File: src/rtl/inst_fetch_if.sv
// Fetch-stage bus bundle: memory-controller PC handshake plus the decoder-facing queue head.
interface inst_fetch_if #(
  parameter int unsigned ADDR_WIDTH = 32,
  parameter int unsigned INST_WIDTH = 32
);
  logic                  if_get_pc;
  logic [ADDR_WIDTH-1:0] pc_get;
  logic                  if_out_inst_to_pc;
  logic [INST_WIDTH-1:0] inst_out_to_pc;
  logic                  if_inst_valid;
  logic [INST_WIDTH-1:0] inst_out;
  logic [ADDR_WIDTH-1:0] inst_pc_out;
  logic                  inst_pred_jump;
  logic [ADDR_WIDTH-1:0] inst_pred_pc;
  logic                  decoder_ready;

  modport master (
    output if_get_pc, pc_get, if_inst_valid, inst_out, inst_pc_out, inst_pred_jump, inst_pred_pc,
    input  if_out_inst_to_pc, inst_out_to_pc, decoder_ready
  );

  modport slave (
    input  if_get_pc, pc_get, if_inst_valid, inst_out, inst_pc_out, inst_pred_jump, inst_pred_pc,
    output if_out_inst_to_pc, inst_out_to_pc, decoder_ready
  );
endinterface

File: src/rtl/inst_fetch.sv
// Instruction fetch stage: one outstanding PC request, static next-PC prediction,
// and a small queue of {pc, inst, prediction} entries drained by the decoder.
module inst_fetch #(
  parameter int unsigned QUEUE_DEPTH = 8,
  parameter int unsigned ADDR_WIDTH  = 32,
  parameter int unsigned INST_WIDTH  = 32
) (
  input  logic                  clk,
  input  logic                  rst,
  input  logic                  rdy,
  input  logic                  clear,
  input  logic [ADDR_WIDTH-1:0] clear_pc,
  inst_fetch_if.master          bus
);
  localparam int unsigned PTR_W = $clog2(QUEUE_DEPTH);
  localparam int unsigned CNT_W = PTR_W + 1;
  localparam logic [6:0]  OP_JAL    = 7'b1101111;
  localparam logic [6:0]  OP_BRANCH = 7'b1100011;

  typedef struct packed {
    logic [ADDR_WIDTH-1:0] pc;
    logic [INST_WIDTH-1:0] inst;
    logic                  jump;
    logic [ADDR_WIDTH-1:0] target;
  } entry_t;

  typedef enum logic [1:0] {IDLE, FETCH, HOLD} state_t;

  state_t                state;
  logic [ADDR_WIDTH-1:0] pc;
  logic [ADDR_WIDTH-1:0] pc_get_q;
  logic                  if_get_pc_q;
  logic [PTR_W-1:0]      head;
  logic [PTR_W-1:0]      tail;
  logic [CNT_W-1:0]      count;
  entry_t                queue [QUEUE_DEPTH];

  logic [INST_WIDTH-1:0] instr_c;
  logic [ADDR_WIDTH-1:0] j_imm_c;
  logic [ADDR_WIDTH-1:0] b_imm_c;
  logic                  pred_jump_c;
  logic [ADDR_WIDTH-1:0] pred_pc_c;
  logic                  push_c;
  logic                  pop_c;
  entry_t                head_c;

  assign instr_c = bus.inst_out_to_pc;
  assign j_imm_c = {{(ADDR_WIDTH-21){instr_c[31]}}, instr_c[31], instr_c[19:12],
                    instr_c[20], instr_c[30:21], 1'b0};
  assign b_imm_c = {{(ADDR_WIDTH-13){instr_c[31]}}, instr_c[31], instr_c[7],
                    instr_c[30:25], instr_c[11:8], 1'b0};

  // Static prediction: JAL and backward branches taken, everything else falls through.
  always_comb begin
    pred_jump_c = 1'b0;
    pred_pc_c   = pc + ADDR_WIDTH'(4);
    if (instr_c[6:0] == OP_JAL) begin
      pred_jump_c = 1'b1;
      pred_pc_c   = pc + j_imm_c;
    end else if (instr_c[6:0] == OP_BRANCH && instr_c[31]) begin
      pred_jump_c = 1'b1;
      pred_pc_c   = pc + b_imm_c;
    end
  end

  assign push_c = (state == FETCH) && bus.if_out_inst_to_pc;
  assign pop_c  = (count != '0) && bus.decoder_ready;

  // Entry storage needs no reset; the empty flag gates every head output.
  always_ff @(posedge clk) begin
    if (rdy && !clear && push_c) begin
      queue[tail] <= '{pc: pc, inst: instr_c, jump: pred_jump_c, target: pred_pc_c};
    end
  end

  always_ff @(posedge clk or negedge rst) begin
    if (!rst) begin
      state       <= IDLE;
      pc          <= '0;
      pc_get_q    <= '0;
      if_get_pc_q <= 1'b0;
      head        <= '0;
      tail        <= '0;
      count       <= '0;
    end else if (rdy) begin
      if (clear) begin
        state       <= IDLE;
        pc          <= clear_pc;
        if_get_pc_q <= 1'b0;
        head        <= '0;
        tail        <= '0;
        count       <= '0;
      end else begin
        head  <= head + PTR_W'(pop_c);
        tail  <= tail + PTR_W'(push_c);
        count <= count + CNT_W'(push_c) - CNT_W'(pop_c);
        case (state)
          IDLE: begin
            if (count < CNT_W'(QUEUE_DEPTH)) begin
              pc_get_q    <= pc;
              if_get_pc_q <= 1'b1;
              state       <= FETCH;
            end
          end
          FETCH: begin
            if (push_c) begin
              pc          <= pred_pc_c;
              if_get_pc_q <= 1'b0;
              state       <= HOLD;
            end
          end
          // pc_get stays on the old PC for one cycle so the icache fill lands correctly.
          HOLD:    state <= IDLE;
          default: state <= IDLE;
        endcase
      end
    end
  end

  assign head_c = (count != '0) ? queue[head] : '0;

  assign bus.if_get_pc      = if_get_pc_q;
  assign bus.pc_get         = pc_get_q;
  assign bus.if_inst_valid  = (count != '0);
  assign bus.inst_out       = head_c.inst;
  assign bus.inst_pc_out    = head_c.pc;
  assign bus.inst_pred_jump = head_c.jump;
  assign bus.inst_pred_pc   = head_c.target;
endmodule

File: src/flat_wrapper.sv
// flat-port wrapper written by rule: the top's interface ports become plain ports
module inst_fetch_flat 
#(
  parameter int unsigned QUEUE_DEPTH = 8,
  parameter int unsigned ADDR_WIDTH  = 32,
  parameter int unsigned INST_WIDTH  = 32
)
  (clk, rst, rdy, clear, clear_pc, bus_if_get_pc, bus_pc_get, bus_if_inst_valid, bus_inst_out, bus_inst_pc_out, bus_inst_pred_jump, bus_inst_pred_pc, bus_if_out_inst_to_pc, bus_inst_out_to_pc, bus_decoder_ready);
  inst_fetch_if #(.ADDR_WIDTH(ADDR_WIDTH), .INST_WIDTH(INST_WIDTH)) bus_i ();
  input  logic clk;
  input  logic rst;
  input  logic rdy;
  input  logic clear;
  input  logic [ADDR_WIDTH-1:0] clear_pc;
  output wire logic [$bits(bus_i.if_get_pc)-1:0] bus_if_get_pc;
  output wire logic [$bits(bus_i.pc_get)-1:0] bus_pc_get;
  output wire logic [$bits(bus_i.if_inst_valid)-1:0] bus_if_inst_valid;
  output wire logic [$bits(bus_i.inst_out)-1:0] bus_inst_out;
  output wire logic [$bits(bus_i.inst_pc_out)-1:0] bus_inst_pc_out;
  output wire logic [$bits(bus_i.inst_pred_jump)-1:0] bus_inst_pred_jump;
  output wire logic [$bits(bus_i.inst_pred_pc)-1:0] bus_inst_pred_pc;
  input wire logic [$bits(bus_i.if_out_inst_to_pc)-1:0] bus_if_out_inst_to_pc;
  input wire logic [$bits(bus_i.inst_out_to_pc)-1:0] bus_inst_out_to_pc;
  input wire logic [$bits(bus_i.decoder_ready)-1:0] bus_decoder_ready;
  assign bus_if_get_pc = bus_i.if_get_pc;
  assign bus_pc_get = bus_i.pc_get;
  assign bus_if_inst_valid = bus_i.if_inst_valid;
  assign bus_inst_out = bus_i.inst_out;
  assign bus_inst_pc_out = bus_i.inst_pc_out;
  assign bus_inst_pred_jump = bus_i.inst_pred_jump;
  assign bus_inst_pred_pc = bus_i.inst_pred_pc;
  assign bus_i.if_out_inst_to_pc = bus_if_out_inst_to_pc;
  assign bus_i.inst_out_to_pc = bus_inst_out_to_pc;
  assign bus_i.decoder_ready = bus_decoder_ready;
  inst_fetch #(.QUEUE_DEPTH(QUEUE_DEPTH), .ADDR_WIDTH(ADDR_WIDTH), .INST_WIDTH(INST_WIDTH)) u_core (.clk(clk), .rst(rst), .rdy(rdy), .clear(clear), .clear_pc(clear_pc), .bus(bus_i));
endmodule
File: config.mk
export PLATFORM = sky130hd
export DESIGN_NAME = inst_fetch_flat
export DESIGN_NICKNAME = d
export VERILOG_FILES = /design/src/rtl/inst_fetch_if.sv /design/src/rtl/inst_fetch.sv /design/src/flat_wrapper.sv
export SDC_FILE = /design/constraint.sdc
export NUM_CORES = 1
export LEC_CHECK = 0
export ABC_CLOCK_PERIOD_IN_PS = 12600
export CAP_MARGIN = 30
export CORE_UTILIZATION = 55
export DETAILED_ROUTE_END_ITERATION = 6
export GPL_TIMING_DRIVEN = 0
export PLACE_DENSITY_LB_ADDON = 0.1
export SYNTH_ARGS = -nofsm -noshare
export SYNTH_HDL_FRONTEND = slang
export SYNTH_SLANG_ARGS = --single-unit
export TNS_END_PERCENT = 30
File: constraint.sdc
create_clock -name clk -period 12.6 [get_ports clk]
set_input_delay 2.52 -clock clk [delete_from_list [all_inputs] [get_ports clk]]
set_output_delay 2.52 -clock clk [all_outputs]
set_load 0.01 [all_outputs]
==> results.py <==
metrics = {
    "synthesis": {
        "ys_top_cells_by_count": "edfxtp_1 (768), mux4_2 (192), nor2_1 (169)",
        "synth_fa_ha_area_frac": 0.0198,
        "synth_xor_xnor_area_share": 0.0118,
        "synth_top_flop_cell": "edfxtp_1",
        "yosysTopAreaCellShare": 0.632,
        "synth_seq_cells": 845,
        "synth_top_family_by_area": "multiplexers",
        "synthTopCellsByArea": "edfxtp_1 (63%), mux4_2 (12%), dfrtp_1 (5.3%), mux2i_1 (2.9%), ha_1 (1.8%)",
        "synth-edff-count": 768,
        "synth_cells": 2121,
        "syn_area_per_cell_um2": 17.2,
        "synth_cell_type_count": 83,
        "syn_nets": 2247,
        "yosysTopAreaCell": "edfxtp_1",
        "syn_area_um2": 36500,
        "synthMuxAreaShare": 0.159,
        "synth_compound_area_frac": 0.0576,
        "synth_most_common_cell": "edfxtp_1",
        "synth-simple-area-share": 0.0498,
        "ys_async_sr_fraction": 0.0911,
        "yosys_warnings": 0,
        "ys_seq_area_frac": 0.685,
    },
    "grt": {
        "antenna_found_initial": 3,
        "grt_overflow": 0,
        "grt_pass1_vias": 22000,
        "track_usage": 0.297,
        "grt_max_degree": 66,
        "grt_pass1_wl_mm": 145,
    },
    "timing": {
        "final_max_slew_viol_count": 0,
        "min_period_ns": 6.82,
        "finalCritPeriodShare": 0.541,
        "max_freq_mhz": 147,
        "relSlewSlack": 0.225,
        "setup_viol": 0,
        "worst_clock_skew_ns": 0.0264,
        "worstMarginPinSlew_ns": 1.16,
        "rsz0062_at_grt": "false",
        "hold_violations": 0,
    },
    "worst_setup_path": {
        "start_kind": "flip-flop",
        "critPathCaptureType": "primary output",
        "crit_fanout": 10,
        "cp.required_ns": 10.08,
        "cp.arrival_ns": 4.30,
        "path_class": "reg2out",
        "cp_cell_sequence": "clkbuf_1 -> clkbuf_1 -> buf_8 -> buf_1 -> mux4_2 -> mux2i_1 -> nor2_1 -> clkdlybuf4s50_1",
        "rr_endpoint": "u_core.queue[5][30]$_DFFE_PP_",
        "max_stage_delay_ns": 0.69,
        "cpMaxStageDelayCell": "buf_1",
        "r2r_cells": 11,
        "crit-reg2reg-launch": "u_core.pc[7]$_DFFE_PN0P_",
        "rrSetupSlack_ns": 8.45,
        "path_common_cell": "clkbuf_1",
    },
    "floorplanning": {
        "die_area_um2": 67300,
        "io_pins": 201,
        "fp.dieW_um": 259,
        "start_util": 0.556,
        "core_um2": 65600,
        "core.rowCount": 94,
        "fp.dieH_um": 259,
    },
    "worst_hold_path": {
        "min_path_type": "reg2reg",
        "worstHoldStart": "u_core.bus.if_get_pc$_DFFE_PN0P_",
        "min_to": "u_core.bus.if_get_pc$_DFFE_PN0P_",
        "whs_path_depth": 1,
    },
    "clocking": {
        "cts_buffers": 86,
        "ctsResizeCount": 0,
        "cts_sinks": 845,
        "postCtsHoldBufs": 0,
        "worstSkewPairLatency_ns": 0.65,
        "postCtsSetupBuffers": 0,
        "clockBufferDepth": 3,
        "cts_root_buf": "clkbuf_16",
        "cts_tree": "done",
        "path_clk_slew_ns": 0.06,
        "h-tree-depth": 3,
    },
    "detailed_routing": {
        "vias": 21700,
        "wl_per_cell_um": 28.5,
        "first_pass_iters": 6,
        "drt_wl_total_mm": 98.2,
        "drcViolationCount": 0,
        "wl_met2_mm": 47.7,
        "drt_iter0_drc": 2095,
        "wl_met1_mm": 41.4,
        "wl_met3_mm": 6.68,
        "routed_via_density": 6.30,
        "ant_nets": 0,
        "highest_layer": "met5",
    },
    "placement": {
        "routabilityCongestion": 0.943,
        "numPortBuffers": 200,
        "dp.final_hpwl_mm": 69.8,
    },
    "layout": {
        "drive_gt1_frac": 0.198,
        "utilization": 0.668,
        "finalNetCount": 2634,
        "fill_cells": 4477,
        "layout-area-overhead-vs-synth_pct": 20.3,
    },
    "flow_run": {
        "drv_cap": 0,
    },
    "power": {
        "cellLeakagePower_nw": 14.4,
        "vdd_drop_max_uv": 157,
        "p_per_area_nw_per_um2": 197,
        "finalPower_mw": 8.63,
    },
    "outcome": {
        "status": "complete, no violations",
    },
}
cell usage in the layout (no fill, tap or decap), types with 9 or more instances in the layout:
cell             instances
a22oi_1                  9
buf_2                    9
buf_8                   25
nor3_1                  13
xnor2_1                 32
inv_1                   32
edfxtp_1               768
a221o_1                 11
o22ai_1                  9
o21a_1                  13
and3_1                  11
nor2_1                 166
buf_1                   29
mux4_2                 192
o21ai_0                 54
nand3_1                 30
o211ai_1                14
clkdlybuf4s50_1        198
nand4_1                 19
xor2_1                  17
o32a_1                   9
dfrtp_1                 77
clkinv_2                21
buf_4                   11
nand2_1                 88
a21o_1                  18
nand2b_1                 9
clkbuf_16               88
buf_12                  10
bufinv_16               10
a21oi_1                 66
ha_1                    53
buf_6                   55
clkinv_1                13
o21ai_1                  9
mux2i_1                107
a211oi_1                11
mux2_2                  36
clkbuf_1                86
metal layers:
metal	GRT usage	vias up
met3	0.0441	138
met2	0.477	905
met4	0.0835	2
li1	-	9326
met5	0	-
met1	0.428	11400
registers in the layout, indices dropped and copies added, names as in the netlist:
name,cells
u_core.bus.if_get_pc,1
u_core.bus.pc_get,32
u_core.count,4
u_core.head,3
u_core.pc,32
u_core.queue,768
u_core.state,2
u_core.tail,3
kinds of logic after synthesis:
logic type,after synthesis
mux,335
simple gates,385
fa+ha+maj,56
buf+inv,148
compound gates,303
xor+xnor,49
flops,845
worst max-delay path: cells and delay by family (launching register included):
family | cells | cell delay (ns)
buffers and inverters | 5 | 2.42
flip-flops | 1 | 0.35
multiplexers | 2 | 0.79
AND/OR/NAND/NOR | 1 | 0.08
layout make-up:
| type | count | area [um^2] | area share |
|---|---|---|---|
| plain buffers | 114 | 478 | 0.0109 |
| diodes | 1 | 2.50 | 0.0000571 |
| clock buffers | 107 | 2300 | 0.0525 |
| well taps | 864 | 1080 | 0.0247 |
| multi-input cells | 1128 | 10900 | 0.249 |
| clock inverters | 55 | 597 | 0.0136 |
| flip-flops and latches | 845 | 25000 | 0.570 |
| inverters | 34 | 128 | 0.00291 |
| repair buffers | 299 | 3350 | 0.0763 |
stage by stage:
stage	TNS [ns]	hold slack, ns	instance area [um^2]	setup WS [ns]	std cells
after CTS	0	0.485	43700	5.71	3438
after global placement	-2312.25	0.470	39600	-5.48	3185
after floorplan	0	0.467	36500	2.19	2121
after detailed placement	0	0.469	40800	5.75	3276
final	0	0.481	43900	5.78	3447
after global routing	0	0.506	43900	5.54	3447
power breakdown:
group / total (mW) / switching, mW / internal [mW]
combinational: 2.59 / 1.35 / 1.24
clock: 2.59 / 1.07 / 1.52
sequential: 3.45 / 0.176 / 3.27
worst max path at each step:
stage | cells after the start | slack [ns] | endpoint | start
6_report | 8 | 5.78 | bus_inst_out[17] | u_core.head[0]$_DFFE_PN0P_
2_1_floorplan | 5 | 2.19 | u_core.queue[1][10]$_DFFE_PP_ | clear
3_5_place_dp | 9 | 5.75 | u_core.pc[4]$_DFFE_PN0P_ | bus_inst_out_to_pc[1]
5_1_grt | 8 | 5.54 | bus_inst_out[14] | u_core.head[0]$_DFFE_PN0P_
4_1_cts | 8 | 5.71 | bus_inst_pc_out[11] | u_core.head[0]$_DFFE_PN0P_
3_3_place_gp | 5 | -5.48 | u_core.queue[1][48]$_DFFE_PP_ | bus_if_out_inst_to_pc
Power figures use the tool's default switching activity.
